### src/rtl/imm_ext_scheduler_pkg.sv
// Shared definitions for the immediate-extension scheduler.
// Format codes, FSM state encoding and the default result width.
// Optional feature macro used elsewhere: IMM_EXT_ZIMM_EN (FMT_Z = CSR uimm zero-extension).
package imm_pkg;

    localparam int XLEN_DEF = 32;
    localparam int FMT_W    = 3;

    localparam logic [FMT_W-1:0] FMT_I = 3'd0;
    localparam logic [FMT_W-1:0] FMT_S = 3'd1;
    localparam logic [FMT_W-1:0] FMT_B = 3'd2;
    localparam logic [FMT_W-1:0] FMT_U = 3'd3;
    localparam logic [FMT_W-1:0] FMT_J = 3'd4;
    localparam logic [FMT_W-1:0] FMT_Z = 3'd5;

    typedef enum logic {
        ST_EMPTY = 1'b0,
        ST_FULL  = 1'b1
    } state_t;

endpackage

### src/rtl/imm_ext_scheduler_if.sv
// Handshake bundle between the two requesters, the scheduler and the consumer.
// The scheduler uses the slave modport; requesters/consumer drive the master side.
interface imm_ext_scheduler_if
    import imm_pkg::*;
#(
    parameter int XLEN  = XLEN_DEF,
    parameter int RAW_W = 21
);
    logic             REQ0_VALID;
    logic             REQ0_READY;
    logic [FMT_W-1:0] REQ0_FMT;
    logic [RAW_W-1:0] REQ0_RAW;

    logic             REQ1_VALID;
    logic             REQ1_READY;
    logic [FMT_W-1:0] REQ1_FMT;
    logic [RAW_W-1:0] REQ1_RAW;

    logic             OUT_VALID;
    logic             OUT_READY;
    logic [XLEN-1:0]  OUT_DATA;
    logic             OUT_ID;
    logic             OUT_ERR;

    modport master (
        output REQ0_VALID, REQ0_FMT, REQ0_RAW,
        output REQ1_VALID, REQ1_FMT, REQ1_RAW,
        output OUT_READY,
        input  REQ0_READY, REQ1_READY,
        input  OUT_VALID, OUT_DATA, OUT_ID, OUT_ERR
    );

    modport slave (
        input  REQ0_VALID, REQ0_FMT, REQ0_RAW,
        input  REQ1_VALID, REQ1_FMT, REQ1_RAW,
        input  OUT_READY,
        output REQ0_READY, REQ1_READY,
        output OUT_VALID, OUT_DATA, OUT_ID, OUT_ERR
    );
endinterface

### src/rtl/imm_ext_scheduler_core.sv
// Combinational RISC-V immediate formatter: FMT + RAW -> DATA + ERR.
// IMM_EXT_ZIMM_EN enables FMT_Z (zero-extended 5-bit CSR uimm); otherwise FMT_Z is an error code.
module imm_ext_core
    import imm_pkg::*;
#(
    parameter int XLEN  = XLEN_DEF,
    parameter int RAW_W = 21
) (
    input  logic [FMT_W-1:0] i_fmt,
    input  logic [RAW_W-1:0] i_raw,
    output logic [XLEN-1:0]  o_data,
    output logic             o_err
);

    // Format the raw field; unsupported codes return zero with ERR set
    always_comb begin
        o_data = '0;
        o_err  = 1'b0;
        case (i_fmt)
            FMT_I, FMT_S: o_data = {{(XLEN-12){i_raw[11]}}, i_raw[11:0]};
            FMT_B:        o_data = {{(XLEN-13){i_raw[12]}}, i_raw[12:1], 1'b0};
            FMT_U:        o_data = {i_raw[19:0], {(XLEN-20){1'b0}}};
            FMT_J:        o_data = {{(XLEN-21){i_raw[20]}}, i_raw[20:1], 1'b0};
`ifdef IMM_EXT_ZIMM_EN
            FMT_Z:        o_data = {{(XLEN-5){1'b0}}, i_raw[4:0]};
`endif
            default:      o_err  = 1'b1;
        endcase
    end

endmodule

### src/rtl/imm_ext_scheduler.sv
// Two-requester immediate-extension scheduler: round-robin (or fixed) arbiter,
// one shared imm_ext_core, and a one-deep registered valid/ready output stage.
// Optional build macro: IMM_EXT_ZIMM_EN (handled inside imm_ext_core).
module imm_ext_scheduler
    import imm_pkg::*;
#(
    parameter int XLEN       = XLEN_DEF,
    parameter int RAW_W      = 21,
    parameter int PRIO_FIXED = 0
) (
    input  logic                CLK,
    input  logic                RESET,
    imm_ext_scheduler_if.slave  bus
);

    state_t            r_state;
    state_t            w_state_nxt;
    logic              r_ptr;        // 1: req1 preferred on contention
    logic [XLEN-1:0]   r_data;
    logic              r_id;
    logic              r_err;

    logic              w_fixed;
    logic              w_can_accept;
    logic              w_gnt0;
    logic              w_gnt1;
    logic              w_grant;
    logic [FMT_W-1:0]  w_fmt;
    logic [RAW_W-1:0]  w_raw;
    logic [XLEN-1:0]   w_data;
    logic              w_err;

    assign w_fixed = (PRIO_FIXED != 0);

    // Arbitration: nothing is granted while in reset or while a held result cannot leave
    always_comb begin
        w_can_accept = ((r_state == ST_EMPTY) | bus.OUT_READY) & ~RESET;
        w_gnt0 = w_can_accept & bus.REQ0_VALID &
                 (~bus.REQ1_VALID | w_fixed | ~r_ptr);
        w_gnt1 = w_can_accept & bus.REQ1_VALID &
                 (~bus.REQ0_VALID | (~w_fixed & r_ptr));
        w_grant = w_gnt0 | w_gnt1;
    end

    assign bus.REQ0_READY = w_gnt0;
    assign bus.REQ1_READY = w_gnt1;

    // Route the winning requester into the shared formatter
    always_comb begin
        w_fmt = bus.REQ0_FMT;
        w_raw = bus.REQ0_RAW;
        if (w_gnt1) begin
            w_fmt = bus.REQ1_FMT;
            w_raw = bus.REQ1_RAW;
        end
    end

    imm_ext_core #(
        .XLEN  (XLEN),
        .RAW_W (RAW_W)
    ) u_core (
        .i_fmt  (w_fmt),
        .i_raw  (w_raw),
        .o_data (w_data),
        .o_err  (w_err)
    );

    // FSM state register
    always_ff @(posedge CLK or posedge RESET) begin
        if (RESET) r_state <= ST_EMPTY;
        else       r_state <= w_state_nxt;
    end

    // FSM next state: a grant always fills; a consume without grant drains
    always_comb begin
        w_state_nxt = r_state;
        case (r_state)
            ST_EMPTY: if (w_grant) w_state_nxt = ST_FULL;
            ST_FULL:  if (bus.OUT_READY && !w_grant) w_state_nxt = ST_EMPTY;
            default:  w_state_nxt = ST_EMPTY;
        endcase
    end

    // FSM outputs
    always_comb begin
        bus.OUT_VALID = (r_state == ST_FULL);
    end

    // Round-robin pointer: after a grant, prefer the other requester next time
    always_ff @(posedge CLK or posedge RESET) begin
        if (RESET)        r_ptr <= 1'b0;
        else if (w_grant) r_ptr <= w_gnt0;
    end

    // Result register: loads on grant, otherwise holds (stable while stalled)
    always_ff @(posedge CLK or posedge RESET) begin
        if (RESET) begin
            r_data <= '0;
            r_id   <= 1'b0;
            r_err  <= 1'b0;
        end else if (w_grant) begin
            r_data <= w_data;
            r_id   <= w_gnt1;
            r_err  <= w_err;
        end
    end

    assign bus.OUT_DATA = r_data;
    assign bus.OUT_ID   = r_id;
    assign bus.OUT_ERR  = r_err;

endmodule

### src/flat_wrapper.sv
// flat-port wrapper written by rule: the top's interface ports become plain ports
module imm_ext_scheduler_flat import imm_pkg::*;
#(
    parameter int XLEN       = XLEN_DEF,
    parameter int RAW_W      = 21,
    parameter int PRIO_FIXED = 0
)
  (CLK, RESET, bus_REQ0_VALID, bus_REQ0_FMT, bus_REQ0_RAW, bus_REQ1_VALID, bus_REQ1_FMT, bus_REQ1_RAW, bus_OUT_READY, bus_REQ0_READY, bus_REQ1_READY, bus_OUT_VALID, bus_OUT_DATA, bus_OUT_ID, bus_OUT_ERR);
  imm_ext_scheduler_if #(.XLEN(XLEN), .RAW_W(RAW_W)) bus_i ();
  input  logic CLK;
  input  logic RESET;
  input wire logic [$bits(bus_i.REQ0_VALID)-1:0] bus_REQ0_VALID;
  input wire logic [$bits(bus_i.REQ0_FMT)-1:0] bus_REQ0_FMT;
  input wire logic [$bits(bus_i.REQ0_RAW)-1:0] bus_REQ0_RAW;
  input wire logic [$bits(bus_i.REQ1_VALID)-1:0] bus_REQ1_VALID;
  input wire logic [$bits(bus_i.REQ1_FMT)-1:0] bus_REQ1_FMT;
  input wire logic [$bits(bus_i.REQ1_RAW)-1:0] bus_REQ1_RAW;
  input wire logic [$bits(bus_i.OUT_READY)-1:0] bus_OUT_READY;
  output wire logic [$bits(bus_i.REQ0_READY)-1:0] bus_REQ0_READY;
  output wire logic [$bits(bus_i.REQ1_READY)-1:0] bus_REQ1_READY;
  output wire logic [$bits(bus_i.OUT_VALID)-1:0] bus_OUT_VALID;
  output wire logic [$bits(bus_i.OUT_DATA)-1:0] bus_OUT_DATA;
  output wire logic [$bits(bus_i.OUT_ID)-1:0] bus_OUT_ID;
  output wire logic [$bits(bus_i.OUT_ERR)-1:0] bus_OUT_ERR;
  assign bus_i.REQ0_VALID = bus_REQ0_VALID;
  assign bus_i.REQ0_FMT = bus_REQ0_FMT;
  assign bus_i.REQ0_RAW = bus_REQ0_RAW;
  assign bus_i.REQ1_VALID = bus_REQ1_VALID;
  assign bus_i.REQ1_FMT = bus_REQ1_FMT;
  assign bus_i.REQ1_RAW = bus_REQ1_RAW;
  assign bus_i.OUT_READY = bus_OUT_READY;
  assign bus_REQ0_READY = bus_i.REQ0_READY;
  assign bus_REQ1_READY = bus_i.REQ1_READY;
  assign bus_OUT_VALID = bus_i.OUT_VALID;
  assign bus_OUT_DATA = bus_i.OUT_DATA;
  assign bus_OUT_ID = bus_i.OUT_ID;
  assign bus_OUT_ERR = bus_i.OUT_ERR;
  imm_ext_scheduler #(.XLEN(XLEN), .RAW_W(RAW_W), .PRIO_FIXED(PRIO_FIXED)) u_core (.CLK(CLK), .RESET(RESET), .bus(bus_i));
endmodule
### config.mk
export PLATFORM = sky130hd
export DESIGN_NAME = imm_ext_scheduler_flat
export DESIGN_NICKNAME = d
export VERILOG_FILES = /design/src/rtl/imm_ext_scheduler_pkg.sv /design/src/rtl/imm_ext_scheduler_if.sv /design/src/rtl/imm_ext_scheduler_core.sv /design/src/rtl/imm_ext_scheduler.sv /design/src/flat_wrapper.sv
export SDC_FILE = /design/constraint.sdc
export NUM_CORES = 1
export LEC_CHECK = 0
export BUFFER_PORTS_ARGS = -buffer_cell sky130_fd_sc_hd__buf_4
export CORE_MARGIN = 2
export CORE_UTILIZATION = 40
export DETAILED_ROUTE_END_ITERATION = 10
export GPL_TIMING_DRIVEN = 0
export PLACE_DENSITY = 0.73
export SYNTH_ARGS = -nofsm -noshare
export SYNTH_HDL_FRONTEND = slang
export SYNTH_SLANG_ARGS = --single-unit
### constraint.sdc
create_clock -name CLK -period 2 [get_ports CLK]
set_input_delay 0.2 -clock CLK [delete_from_list [all_inputs] [get_ports CLK]]
set_output_delay 0.2 -clock CLK [all_outputs]
set_load 0.01 [all_outputs]
==> flow_metrics.py <==
metrics = {
    "route": {
        "drc": 0,
        "wl_per_cell_um": 18.1,
        "via_count": 2576,
        "routed_wl_mm": 8.00,
        "drtIter0Drc": 255,
        "ant_nets": 0,
        "viasPerCell": 5.84,
        "drt_pre_antenna_iters": 6,
    },
    "synthesis": {
        "synth_xor_area_share_pct": 0,
        "synth_area_um2": 2230,
        "muxShareOfSynthArea_pct": 2.70,
        "ys_seq_elements": 36,
        "synth_cells": 262,
        "synthFlopType": "dfrtp_1",
        "synthSimpleGateAreaFrac_pct": 23.0,
        "synthAdderAreaFrac_pct": 0,
        "yosysMostFrequentCell": "dfrtp_1",
        "yosysTopAreaCell": "dfrtp_1",
        "syn-mean-instance-area_um2": 8.50,
        "synth_top_family_by_area": "compound AO/OA/AOI/OAI gates",
        "synth_async_sr_flop_share_pct": 100,
        "yosysWarnings": 0,
        "yosys-top-cells-area": "dfrtp_1 (40%), nand3_1 (6.1%), o21ai_0 (5.4%), nor2_1 (5.2%), a311oi_1 (4.7%)",
        "synth-compound-area-share_pct": 26.7,
        "syn_nets": 315,
        "synth_top_area_share_pct": 40.4,
        "synth-seq-area-share_pct": 40.4,
        "yosys-top-cells-count": "dfrtp_1 (36), nor2_1 (31), nand3_1 (27), o21ai_0 (24), nand2_1 (18)",
        "synth_edf_count": 0,
        "synth_cell_type_count": 36,
    },
    "clock_network": {
        "cts-root-buf": "clkbuf_8",
        "cts_buffers": 5,
        "cts_buffer_depth": 2,
        "htreeDepth": 2,
        "clock_sinks": 36,
        "cts_tree": "yes",
        "clkLatencyLatePin_ns": 0.29,
        "clk_pin_slew_ns": 0.07,
    },
    "placed_design": {
        "port_buffers": 88,
        "place_congestion": 0.955,
        "dp_cells": 422,
        "dpl.hpwl_mm": 5.71,
    },
    "global_routing": {
        "grt_pass1_wl_mm": 12.5,
        "grt-ovfl-total": 0,
        "grt_start_max_net_pins": 20,
        "grt_usage_pct": 26.0,
        "grt_pass1_vias": 2418,
        "antenna_found_initial": 0,
    },
    "die": {
        "die_width_um": 78.6,
        "num_rows": 27,
        "start_util_pct": 40.9,
        "io-pin-count": 90,
        "die_h_um": 78.6,
        "fp.coreArea_um2": 5440,
        "die_area_um2": 6180,
    },
    "power": {
        "vdd_drop_max_uv": 361,
        "cellLeakagePower_nw": 1.55,
        "p_total_mw": 2.42,
        "power_per_cell_area_nw_per_um2": 714,
    },
    "cells_and_area": {
        "antennaDiodeCount": 0,
        "multi_input_area_um2": 1290,
        "seqCellArea_um2": 901,
        "drive_gt1_share_pct": 40.4,
        "fillers": 473,
        "syn_to_final_growth_pct": 52.4,
        "stdcell_count": 441,
        "nets": 421,
    },
    "sta": {
        "finalWorstSetupSlack_ns": -0.0386,
        "setup_viol": 12,
        "fin_skew_ns": 0.00474,
        "rsz0062_at_grt": "yes",
        "hold_viol_final": 0,
        "slew_headroom_pct": 34.6,
        "worstMarginPinSlew_ns": 0.976,
        "min_period_ns": 2.04,
        "drv_slew": 0,
        "fmax_mhz": 491,
        "period_share_pct": 102,
    },
    "run_status": {
        "status": "finished, violations left",
        "violations": "negative setup slack",
    },
    "setup_path": {
        "critPathMaxFanout": 4,
        "worstSetupEndpointType": "flop",
        "crit_arrival_ns": 2.20,
        "worstPathRequired_ns": 2.16,
        "rr_worst_depth": 6,
        "cp-start-kind": "flop",
        "critPathKind": "flop to flop",
    },
    "job": {
        "maxCapViolCount": 0,
    },
    "hold_path": {
        "min_path_type": "input pin to async pin",
    },
}
-- cell families (layout without fill, tap and decap cells) --
kind of cell / count (synthesis) / count (layout)
compound gates: 82 / 82
buf+inv: 33 / 140
flops: 36 / 36
mux: 6 / 6
simple gates: 105 / 105
-- through the flow --
step | setup slack (ns) | hold WS (ns) | area (µm²) | setup TNS (ns) | util [%]
after global placement | -0.487 | 0.396 | 2980 | -11.83 | 54.8
after floorplan | 0.0543 | 0.163 | 2230 | 0 | -
after detailed placement | -0.552 | 0.416 | 2980 | -14.00 | 54.8
after CTS | 0.00164 | 0.120 | 3180 | 0 | 58.5
final | -0.0386 | 0.115 | 3390 | -0.202 | 62.4
after global routing | -0.0601 | 0.143 | 3390 | -0.558 | 62.4
-- worst paths after layout --
kind	start	to	slack (ns)
max	u_core.bus.OUT_VALID	u_core.bus.OUT_DATA[30]	-0.04
min reg2reg	u_core.bus.OUT_DATA[7]	u_core.bus.OUT_DATA[7]	0.50
max reg2reg	u_core.bus.OUT_VALID	u_core.bus.OUT_DATA[30]	-0.04
min	RESET	u_core.bus.OUT_DATA[1]	0.11
min in group CLK	bus_REQ1_RAW[1]	u_core.bus.OUT_DATA[1]	0.14
max in group asynchronous	RESET	u_core.bus.OUT_DATA[9]	0.73
-- registers in the layout, summed over array words and instances, names as in the netlist --
name and cells:
u_core.bus.OUT_ERR 1, u_core.bus.OUT_DATA 32, u_core.bus.OUT_ID 1, u_core.bus.OUT_VALID 1, u_core.r_ptr 1
-- cells in the final DEF, fill, tap and decap left out, types with 2 or more instances in the layout --
master     synthesis  routed
nor2_4             0       2
nand3_1           27      26
buf_4              1      93
mux2i_1            6       6
o21a_1             2       2
a311oi_2           0       7
inv_1             10       9
nor2b_1            3       2
buf_12             0       3
nor4bb_1           2       2
a311oi_1          12       3
o211ai_1           7       7
o21ai_0           24      12
nand2_1           18      18
o22ai_1            7       7
nor3_1             3       2
buf_6              4       4
buf_8              0       2
dfrtp_1           36      36
nor2_1            31      30
clkbuf_1          14      12
a222oi_1           7       7
clkbuf_2           0       3
a311oi_4           0       2
o21ai_1            0      12
clkbuf_16          0       2
clkbuf_8           0       6
a21oi_1            6       6
o21ai_2           11      11
and3_4             0       3
and3_1            15      12
-- report_power, final --
| group | internal [mW] | total, mW | switching (mW) |
|---|---|---|---|
| logic | 0.466 | 0.929 | 0.464 |
| clock network | 0.281 | 0.536 | 0.255 |
| registers | 0.871 | 0.956 | 0.0856 |
-- worst max-delay path, stage by stage, from the launching register on --
cell and delay [ns]:
dfrtp_1 0.39, nor2b_4 0.13, or4_4 0.55, clkbuf_16 0.18, and3_1 0.16, a311oi_1 0.36, o21ai_0 0.15
-- cell type report --
| cell class | count | share of cell area [%] |
|---|---|---|
| plain buffers | 21 | 4.54 |
| clock buffers | 8 | 2.65 |
| inverters | 11 | 1.70 |
| multi-input cells | 193 | 38.2 |
| flip-flops and latches | 36 | 26.5 |
| well taps | 72 | 2.65 |
| repair buffers | 99 | 23.6 |
| repair inverters | 1 | 0.147 |
-- layer usage --
layer / global-route usage (%) / wire [µm]
met3: 5.75 / 601
met5: 0 / 0
met2: 42.0 / 3930
met1: 34.7 / 3320
met4: 8.25 / 152
-- repair_timing --
| action | CTS | global route |
|---|---|---|
| hold buffers | 1 | 0 |
| endpoints found under the setup margin | 34 | 31 |
| pin swaps | 5 | 26 |
| buffers inserted | 4 | 4 |
| resized for setup | 13 | 42 |
| cloned | 1 | 2 |
| endpoints found under the hold margin | 17 | 0 |
Note: power is estimated with default switching activity, not from simulation.
